`src/rtl/riscv_mem_arbiter.sv`:
```
// riscv_mem_arbiter: shares one external memory bus between the I-cache refill
// port (m0) and the D-cache port (m1). One outstanding transaction at a time;
// the owner keeps the bus until its last read beat or write ack.
// Build option: RISCV_MEM_ARB_RR_EN selects round-robin arbitration; without it
// m1 has fixed priority with a starvation escape for m0.
module riscv_mem_arbiter #(
    parameter int unsigned LEN_W        = 3,
    parameter int unsigned STARVE_LIMIT = 4
) (
    input  logic             clk,
    input  logic             srst,
    input  logic             m0_req,
    input  logic [31:0]      m0_addr,
    input  logic             m0_we,
    input  logic [3:0]       m0_wstrb,
    input  logic [31:0]      m0_wdata,
    input  logic [LEN_W-1:0] m0_len,
    output logic             m0_accept,
    output logic             m0_rvalid,
    output logic [31:0]      m0_rdata,
    output logic             m0_done,
    input  logic             m1_req,
    input  logic [31:0]      m1_addr,
    input  logic             m1_we,
    input  logic [3:0]       m1_wstrb,
    input  logic [31:0]      m1_wdata,
    input  logic [LEN_W-1:0] m1_len,
    output logic             m1_accept,
    output logic             m1_rvalid,
    output logic [31:0]      m1_rdata,
    output logic             m1_done,
    output logic             bus_req,
    output logic [31:0]      bus_addr,
    output logic             bus_we,
    output logic [3:0]       bus_wstrb,
    output logic [31:0]      bus_wdata,
    output logic [LEN_W-1:0] bus_len,
    input  logic             bus_accept,
    input  logic             bus_rvalid,
    input  logic [31:0]      bus_rdata,
    input  logic             bus_wack,
    output logic             err_unexp
);

    typedef enum logic [1:0] {
        StIdle,
        StReq,
        StResp
    } state_e;

    state_e            state_q, state_d;
    logic              owner_q, owner_d;       // 0 = m0, 1 = m1
    logic [31:0]       addr_q, addr_d;
    logic              we_q, we_d;
    logic [3:0]        wstrb_q, wstrb_d;
    logic [31:0]       wdata_q, wdata_d;
    logic [LEN_W-1:0]  len_q, len_d;
    logic [LEN_W-1:0]  beat_cnt_q, beat_cnt_d;
    logic              err_q, err_d;

    logic any_req;
    logic grant;
    logic win;                                 // winner of this IDLE cycle, 1 = m1

    assign any_req = m0_req | m1_req;
    assign grant   = (state_q == StIdle) && any_req;

`ifdef RISCV_MEM_ARB_RR_EN
    logic rr_last_q, rr_last_d;

    // Tie goes to whichever master was not granted last.
    always_comb begin
        win       = m1_req && (!m0_req || !rr_last_q);
        rr_last_d = grant ? win : rr_last_q;
    end

    // Round-robin history register.
    always_ff @(posedge clk) begin
        if (srst) begin
            rr_last_q <= 1'b1;
        end else begin
            rr_last_q <= rr_last_d;
        end
    end
`else
    localparam int unsigned StarveW = (STARVE_LIMIT > 0) ? $clog2(STARVE_LIMIT + 1) : 1;
    localparam logic [StarveW-1:0] StarveMax = StarveW'(STARVE_LIMIT);

    logic [StarveW-1:0] starve_cnt_q, starve_cnt_d;

    // m1 wins ties unless m0 has been passed over STARVE_LIMIT times in a row.
    always_comb begin
        win          = m1_req && (!m0_req || (starve_cnt_q != StarveMax));
        starve_cnt_d = starve_cnt_q;
        if (!m0_req) begin
            starve_cnt_d = '0;
        end else if (grant) begin
            starve_cnt_d = win ? (starve_cnt_q + StarveW'(1)) : '0;
        end
    end

    // Starvation counter register.
    always_ff @(posedge clk) begin
        if (srst) begin
            starve_cnt_q <= '0;
        end else begin
            starve_cnt_q <= starve_cnt_d;
        end
    end
`endif

    // Latched attributes of the granted master drive the bus directly.
    assign bus_req   = (state_q == StReq);
    assign bus_addr  = addr_q;
    assign bus_we    = we_q;
    assign bus_wstrb = wstrb_q;
    assign bus_wdata = wdata_q;
    assign bus_len   = len_q;
    assign err_unexp = err_q;

    // Transaction sequencing: next state, attribute latch and per-master outputs.
    always_comb begin
        state_d    = state_q;
        owner_d    = owner_q;
        addr_d     = addr_q;
        we_d       = we_q;
        wstrb_d    = wstrb_q;
        wdata_d    = wdata_q;
        len_d      = len_q;
        beat_cnt_d = beat_cnt_q;
        err_d      = err_q;
        m0_accept  = 1'b0;
        m1_accept  = 1'b0;
        m0_rvalid  = 1'b0;
        m1_rvalid  = 1'b0;
        m0_rdata   = '0;
        m1_rdata   = '0;
        m0_done    = 1'b0;
        m1_done    = 1'b0;

        unique case (state_q)
            StIdle: begin
                // Responses with nothing outstanding are dropped but flagged.
                if (bus_rvalid || bus_wack) begin
                    err_d = 1'b1;
                end
                if (any_req) begin
                    owner_d = win;
                    addr_d  = win ? m1_addr  : m0_addr;
                    we_d    = win ? m1_we    : m0_we;
                    wstrb_d = win ? m1_wstrb : m0_wstrb;
                    wdata_d = win ? m1_wdata : m0_wdata;
                    len_d   = win ? m1_len   : m0_len;
                    state_d = StReq;
                end
            end
            StReq: begin
                // A beat arriving with the accept is not counted.
                if (bus_rvalid || bus_wack) begin
                    err_d = 1'b1;
                end
                if (bus_accept) begin
                    m0_accept  = !owner_q;
                    m1_accept  = owner_q;
                    beat_cnt_d = '0;
                    state_d    = StResp;
                end
            end
            StResp: begin
                if (we_q) begin
                    if (bus_rvalid) begin
                        err_d = 1'b1;
                    end
                    if (bus_wack) begin
                        m0_done = !owner_q;
                        m1_done = owner_q;
                        state_d = StIdle;
                    end
                end else begin
                    m0_rdata = owner_q ? '0 : bus_rdata;
                    m1_rdata = owner_q ? bus_rdata : '0;
                    if (bus_rvalid) begin
                        m0_rvalid  = !owner_q;
                        m1_rvalid  = owner_q;
                        beat_cnt_d = beat_cnt_q + LEN_W'(1);
                        // Compare before increment so len = all-ones gives 2**LEN_W beats.
                        if (beat_cnt_q == len_q) begin
                            m0_done = !owner_q;
                            m1_done = owner_q;
                            state_d = StIdle;
                        end
                    end
                end
            end
            default: begin
                state_d = StIdle;
            end
        endcase
    end

    // State and attribute registers.
    always_ff @(posedge clk) begin
        if (srst) begin
            state_q    <= StIdle;
            owner_q    <= 1'b0;
            addr_q     <= '0;
            we_q       <= 1'b0;
            wstrb_q    <= '0;
            wdata_q    <= '0;
            len_q      <= '0;
            beat_cnt_q <= '0;
            err_q      <= 1'b0;
        end else begin
            state_q    <= state_d;
            owner_q    <= owner_d;
            addr_q     <= addr_d;
            we_q       <= we_d;
            wstrb_q    <= wstrb_d;
            wdata_q    <= wdata_d;
            len_q      <= len_d;
            beat_cnt_q <= beat_cnt_d;
            err_q      <= err_d;
        end
    end

endmodule
```
`config.mk`:
```
export PLATFORM = sky130hd
export DESIGN_NAME = riscv_mem_arbiter
export DESIGN_NICKNAME = d
export VERILOG_FILES = /design/src/rtl/riscv_mem_arbiter.sv
export SDC_FILE = /design/constraint.sdc
export NUM_CORES = 1
export LEC_CHECK = 0
export CORE_AREA = 4 4 126 128
export DETAILED_ROUTE_END_ITERATION = 16
export DIE_AREA = 0 0 130 132
export GPL_ROUTABILITY_DRIVEN = 0
export PLACE_DENSITY = 0.73
export RECOVER_POWER = 25
export SETUP_SLACK_MARGIN = 0.2
export SLEW_MARGIN = 20
export SYNTH_ARGS = -nofsm -noshare
export SYNTH_HDL_FRONTEND = slang
export SYNTH_SLANG_ARGS = --single-unit
```
`constraint.sdc`:
```
create_clock -name clk -period 3.05 [get_ports clk]
set_clock_uncertainty 0.05 [all_clocks]
set_input_delay 0.61 -clock clk [delete_from_list [all_inputs] [get_ports clk]]
set_output_delay 0.61 -clock clk [all_outputs]
set_load 0.05 [all_outputs]
```
; ---- Yosys cells after proc, flatten, opt, wreduce, memory -nomap -nowiden
; Cells that the tools add are included.
[totals]
input_bits = 183
ff_bits = 82
output_inout_bits = 144
elab_cells = 89
[op_classes]
mux = 47
bitwise_logic = 2
n_reduce_logical = 15
addsub = 2
n_eq_ne = 13
[op_table]
columns = operator, count
row1 = $mux W32, 8
row2 = $mux W1, 24
row3 = $mux W3, 5
row4 = $mux W2, 6
row5 = $ne A3 B3 Y1 const B, 4
row6 = $ne A2 B2 Y1 const B, 4
row7 = $reduce_and A4 Y1, 2
row8 = $add A3 B1 Y3 const B, 2
row9 = $pmux W2 S3, 1
row10 = $pmux W3 S2, 1
row11 = $reduce_and A5 Y1, 1
row12 = $mux W4, 1
row13 = $ne A2 B1 Y1 const B, 2
row14 = $reduce_bool A2 Y1, 2
row15 = $reduce_or A2 Y1, 2
row16 = $eq A3 B3 Y1, 1
row17 = $eq A2 B1 Y1 const B, 1
row18 = $eq A2 B2 Y1 const B, 1
row19 = $logic_and A1 B1 Y1, 2
row20 = $logic_not A1 Y1, 2
row21 = $logic_not A2 Y1, 1
row22 = $logic_or A1 B1 Y1, 2
row23 = $pmux W1 S2, 1
row24 = $reduce_and A2 Y1, 1
row25 = 2 further kinds, 2

; ---- Longest topological paths before layout
[logic_depth]
ltp_word = 5
mapped_depth = 7
depth_no_buf = 5

; ---- Worst setup path before layout
; OpenSTA, ideal clock, no wires.
[synth_timing]
kind = register to output
startpoint = reg we_q, in the netlist bus_we
endpoint = out m0_done
path_slack_ns = -0.294
path_buffers = 0
arrival_time_ns = 2.684
t_required_ns = 2.390
path_stages_with_launch = 4
cell_sequence = dfxtp_1 and2_1 a41oi_1 nor4b_1
[synth_between]
elab_chain_cells = 2
[synth_rtl]
columns = element, line
row1 = "start, declared", 54  ; logic we_q, we_d;
row2 = "start signal, assigned", 217  ; we_q <= we_d;
row3 = $mux W1, 170  ; if (we_q) begin
row4 = $mux W1, 141  ; unique case (state_q)
row5 = "end, declared", 21  ; output logic m0_done,
; Every way passes these cells.

; ---- Final worst setup path
[layout_timing]
startpoint = in bus_rvalid
endpoint = out m1_done
[layout_between]
elab_chain_cells = 3
[layout_rtl]
columns = element, line
row1 = "start, declared", 39  ; input logic bus_rvalid,
row2 = $mux W1, 182  ; if (bus_rvalid) begin
row3 = $mux W1, 170
row4 = $mux W1, 141
row5 = "end, declared", 31  ; output logic m1_done,
; Every way passes these cells.

==> summary.txt <==
Synthesis
  • Area share of the largest cell type after synthesis: 35.59%
  • Largest area contributor in the netlist: dfxtp_1
  • Mean Syn Cell Area: 8.063 µm²
  • Synth Register Bits: 82
  • Ranking of synthesized cells by area: dfxtp_1, a311oi_1, and2_1
  • Most common cell in the synthesized netlist: dfxtp_1
  • Mapped Nets: 758
  • Distinct cells, synth: 39
  • Post-Syn Instances: 572
  • Leading cell types by count after synthesis: dfxtp_1, a21oi_1, nand3_1, a311oi_1, and2_1
  • Post-Syn Area: 0.004612 mm²
  • Ys flop type: dfxtp_1
  • Yosys warnings: 0
  • Sequential fraction of the synthesis area: 35.59%
  • Synth async-reset ratio: 0%
  • EDFF count, synth: 0

Worst setup path
  • Crit path max-delay family: buffers and inverters
  • Register-to-Register Path Depth: 5
  • Worst flop-to-flop path endpoint: bus_addr[14]
  • CP Launch Type: input port
  • Worst path max stage delay: 610 ps
  • CP Cell Sequence: dlygate4sd3_1 > nor2b_2 > a41oi_2 > nor4bb_4 > buf_12
  • Worst Path Required: 2390 ps
  • Crit-path max FO: 6
  • Reg2reg setup slack: 350 ps
  • Worst r2r src: state_q[0]
  • Crit path kind: in -> out
  • Slowest CP cell: dlygate4sd3_1
  • Worst Path Buf+Inv: 2
  • CP endpoint kind: output port
  • Worst Path Arrival: 2160 ps

Finish
  • Layout area overhead: 85.89%
  • Final #Nets: 1041
  • Layout Utilization: 57.68%
  • Fill cells: 1397
  • Layout cells sized above 1: 13.72%
  • ANT cells: 0

Worst hold path
  • Hold path endpoint: err_unexp
  • Hold Crit Start: err_unexp
  • Hold depth: 2
  • HP Class: reg -> reg

Floorplan
  • Core Region: 0.01486 mm²
  • Row count: 45
  • Initial Util: 31.03%
  • # IOs: 327
  • Width of the die: 130 µm
  • Die height: 132 µm
  • Die area: 0.01716 mm²

Place
  • Post-DP HPWL: 14360 µm
  • Port bufs: 326

Outcome
  • Outcome: complete, but fails checks
  • Failing checks: max-capacitance violations, max-slew violations

Clocking
  • Clock sinks: 82
  • TritonCTS clock tree: done
  • Clock Tree Root: clkbuf_16
  • Clock-pin transition on the worst setup and hold timing paths: 70 ps
  • Htree depth: 3
  • Inserted Clock Buffers: 9
  • Later-pin clock latency in the skew report: 340 ps
  • Clock Tree Buf Depth: 2
  • Hold Buf Count CTS: 0

Global routing
  • Largest net degree at the start of global routing: 71
  • Number of global-route vias before repair: 5235
  • First-pass GRT wire length: 29390 µm
  • GRT Total Usage: 21.65%
  • Global route total overflow: 0
  • Antenna violations before repair: 0

STA
  • Period utilization: 92.43%
  • Hold WS: 406.1 ps
  • Slew headroom: -13.45%
  • Max Transition Viols Final: 23
  • Final Hold Fails: 0
  • Fin crit period: 2819 ps
  • Final setup TNS: 0 ps
  • Unrepaired setup endpoints after global routing: no
  • Worst-Margin Slew: 1695 ps
  • FMAX: 0.3547 GHz
  • Setup violators final: 0

Pwr
  • LEAKAGE: 3.173 nW
  • Power Total: 4.046 mW
  • Pwr/cell area: 472.0 mW/mm²
  • Worst IR Drop VDD: 255.9 µV

Route
  • Detailed-route vias per instance: 5.337
  • DR top layer: met4
  • Wirelength per Cell: 18.89 µm
  • Drt first pass iters: 5
  • Wire length on met3: 1901 µm
  • WL met2: 9956 µm
  • Met1 wire length: 7453 µm
  • 1st-iter DRT viols: 407
  • Post-route ant nets: 0
  • DR DRC count: 0
  • WL final: 19800 µm
  • DR vias: 5593

Job
  • MaxCap Viol Count: 1
-- routing by layer --
layer  vias up  GRT usage, %
li1       2722             -
met5         -             0
met1      2578         25.66
met4         0         6.755
met2       263         37.08
met3        30         6.726
-- worst max-delay path by stage --
stage          cells past startpoint        from       to  slack, ps
2_1_floorplan                      3      bus_we  m1_done        300
3_5_place_dp                       5  bus_rvalid  m1_done        230
4_1_cts                            5  bus_rvalid  m1_done        230
6_report                           5  bus_rvalid  m1_done        230
5_1_grt                            5  bus_rvalid  m1_done        140
3_3_place_gp                       5  bus_rvalid  m1_done        250
-- per-stage QoR --
stage	area, µm²	std cells	setup slack, ps
6_report	8573	1048	231.0
5_1_grt	8573	1048	137.6
4_1_cts	8568	1048	225.8
3_5_place_dp	8240	1032	233.6
3_3_place_gp	8240	1032	249.7
2_1_floorplan	4624	572	302.4
-- power breakdown --
group / switching, mW / internal, mW / total [mW] / leakage [nW]
clock network: 0.468 / 0.746 / 1.21 / 0.157
logic: 0.903 / 0.649 / 1.55 / 2.34
registers: 0.0807 / 1.20 / 1.28 / 0.680
-- logic make-up (layout without fill, tap and decap cells) --
| family | Yosys count | after routing | synth area share (%) |
|---|---|---|---|
| AO/OA/AOI/OAI | 233 | 233 | 31.69 |
| XOR/XNOR | 3 | 3 | 0.5698 |
| adder cells (fa/ha/maj) | 3 | 3 | 0.8140 |
| buffers and inverters | 78 | 366 | 8.654 |
| flip-flops | 82 | 82 | 35.59 |
| AND/OR/NAND/NOR | 173 | 173 | 22.68 |
-- layout make-up --
cell class                      count  area (µm²)  share of cell area (%)
Inverter                            6       22.52                  0.2627
Sequential cell                    82        1642                   19.15
Tap cell                          188       235.2                   2.744
Clock inverter                      5       85.08                  0.9924
Clock buffer                       11       242.7                   2.831
Timing Repair Buffer              344        3739                   43.61
Multi-Input combinational cell    412        2608                   30.41
-- layout by cell type, fill, tap and decap left out, types with 5 or more instances in the layout --
master	n
a21oi_1	78
a311oi_1	72
and2_1	66
buf_12	42
buf_4	46
clkbuf_16	9
clkdlybuf4s50_1	252
dfxtp_1	82
inv_1	5
nand3_1	75
o21ai_0	13
o21ai_1	64
-- worst register-to-register path: cells and delay by family, from the launching register on --
kind,cells,cell delay (ps)
AOI/OAI and AO/OA,2,430
buffers and inverters,2,560
DFF,1,300
and+or+nand+nor,1,1270
-- repair_timing --
action	CTS	global route
buffers inserted	0	0
setup endpoints to repair	0	2
gates resized for setup	0	3
-- sequential cells by signal, summed over array words and instances (netlist names) --
signal        count
bus_addr         32
bus_wdata        32
bus_wstrb         4
beat_cnt_q        3
bus_len           3
starve_cnt_q      3
state_q           2
bus_we            1
err_unexp         1
owner_q           1
No activity file was read; power rests on OpenSTA's default activity.
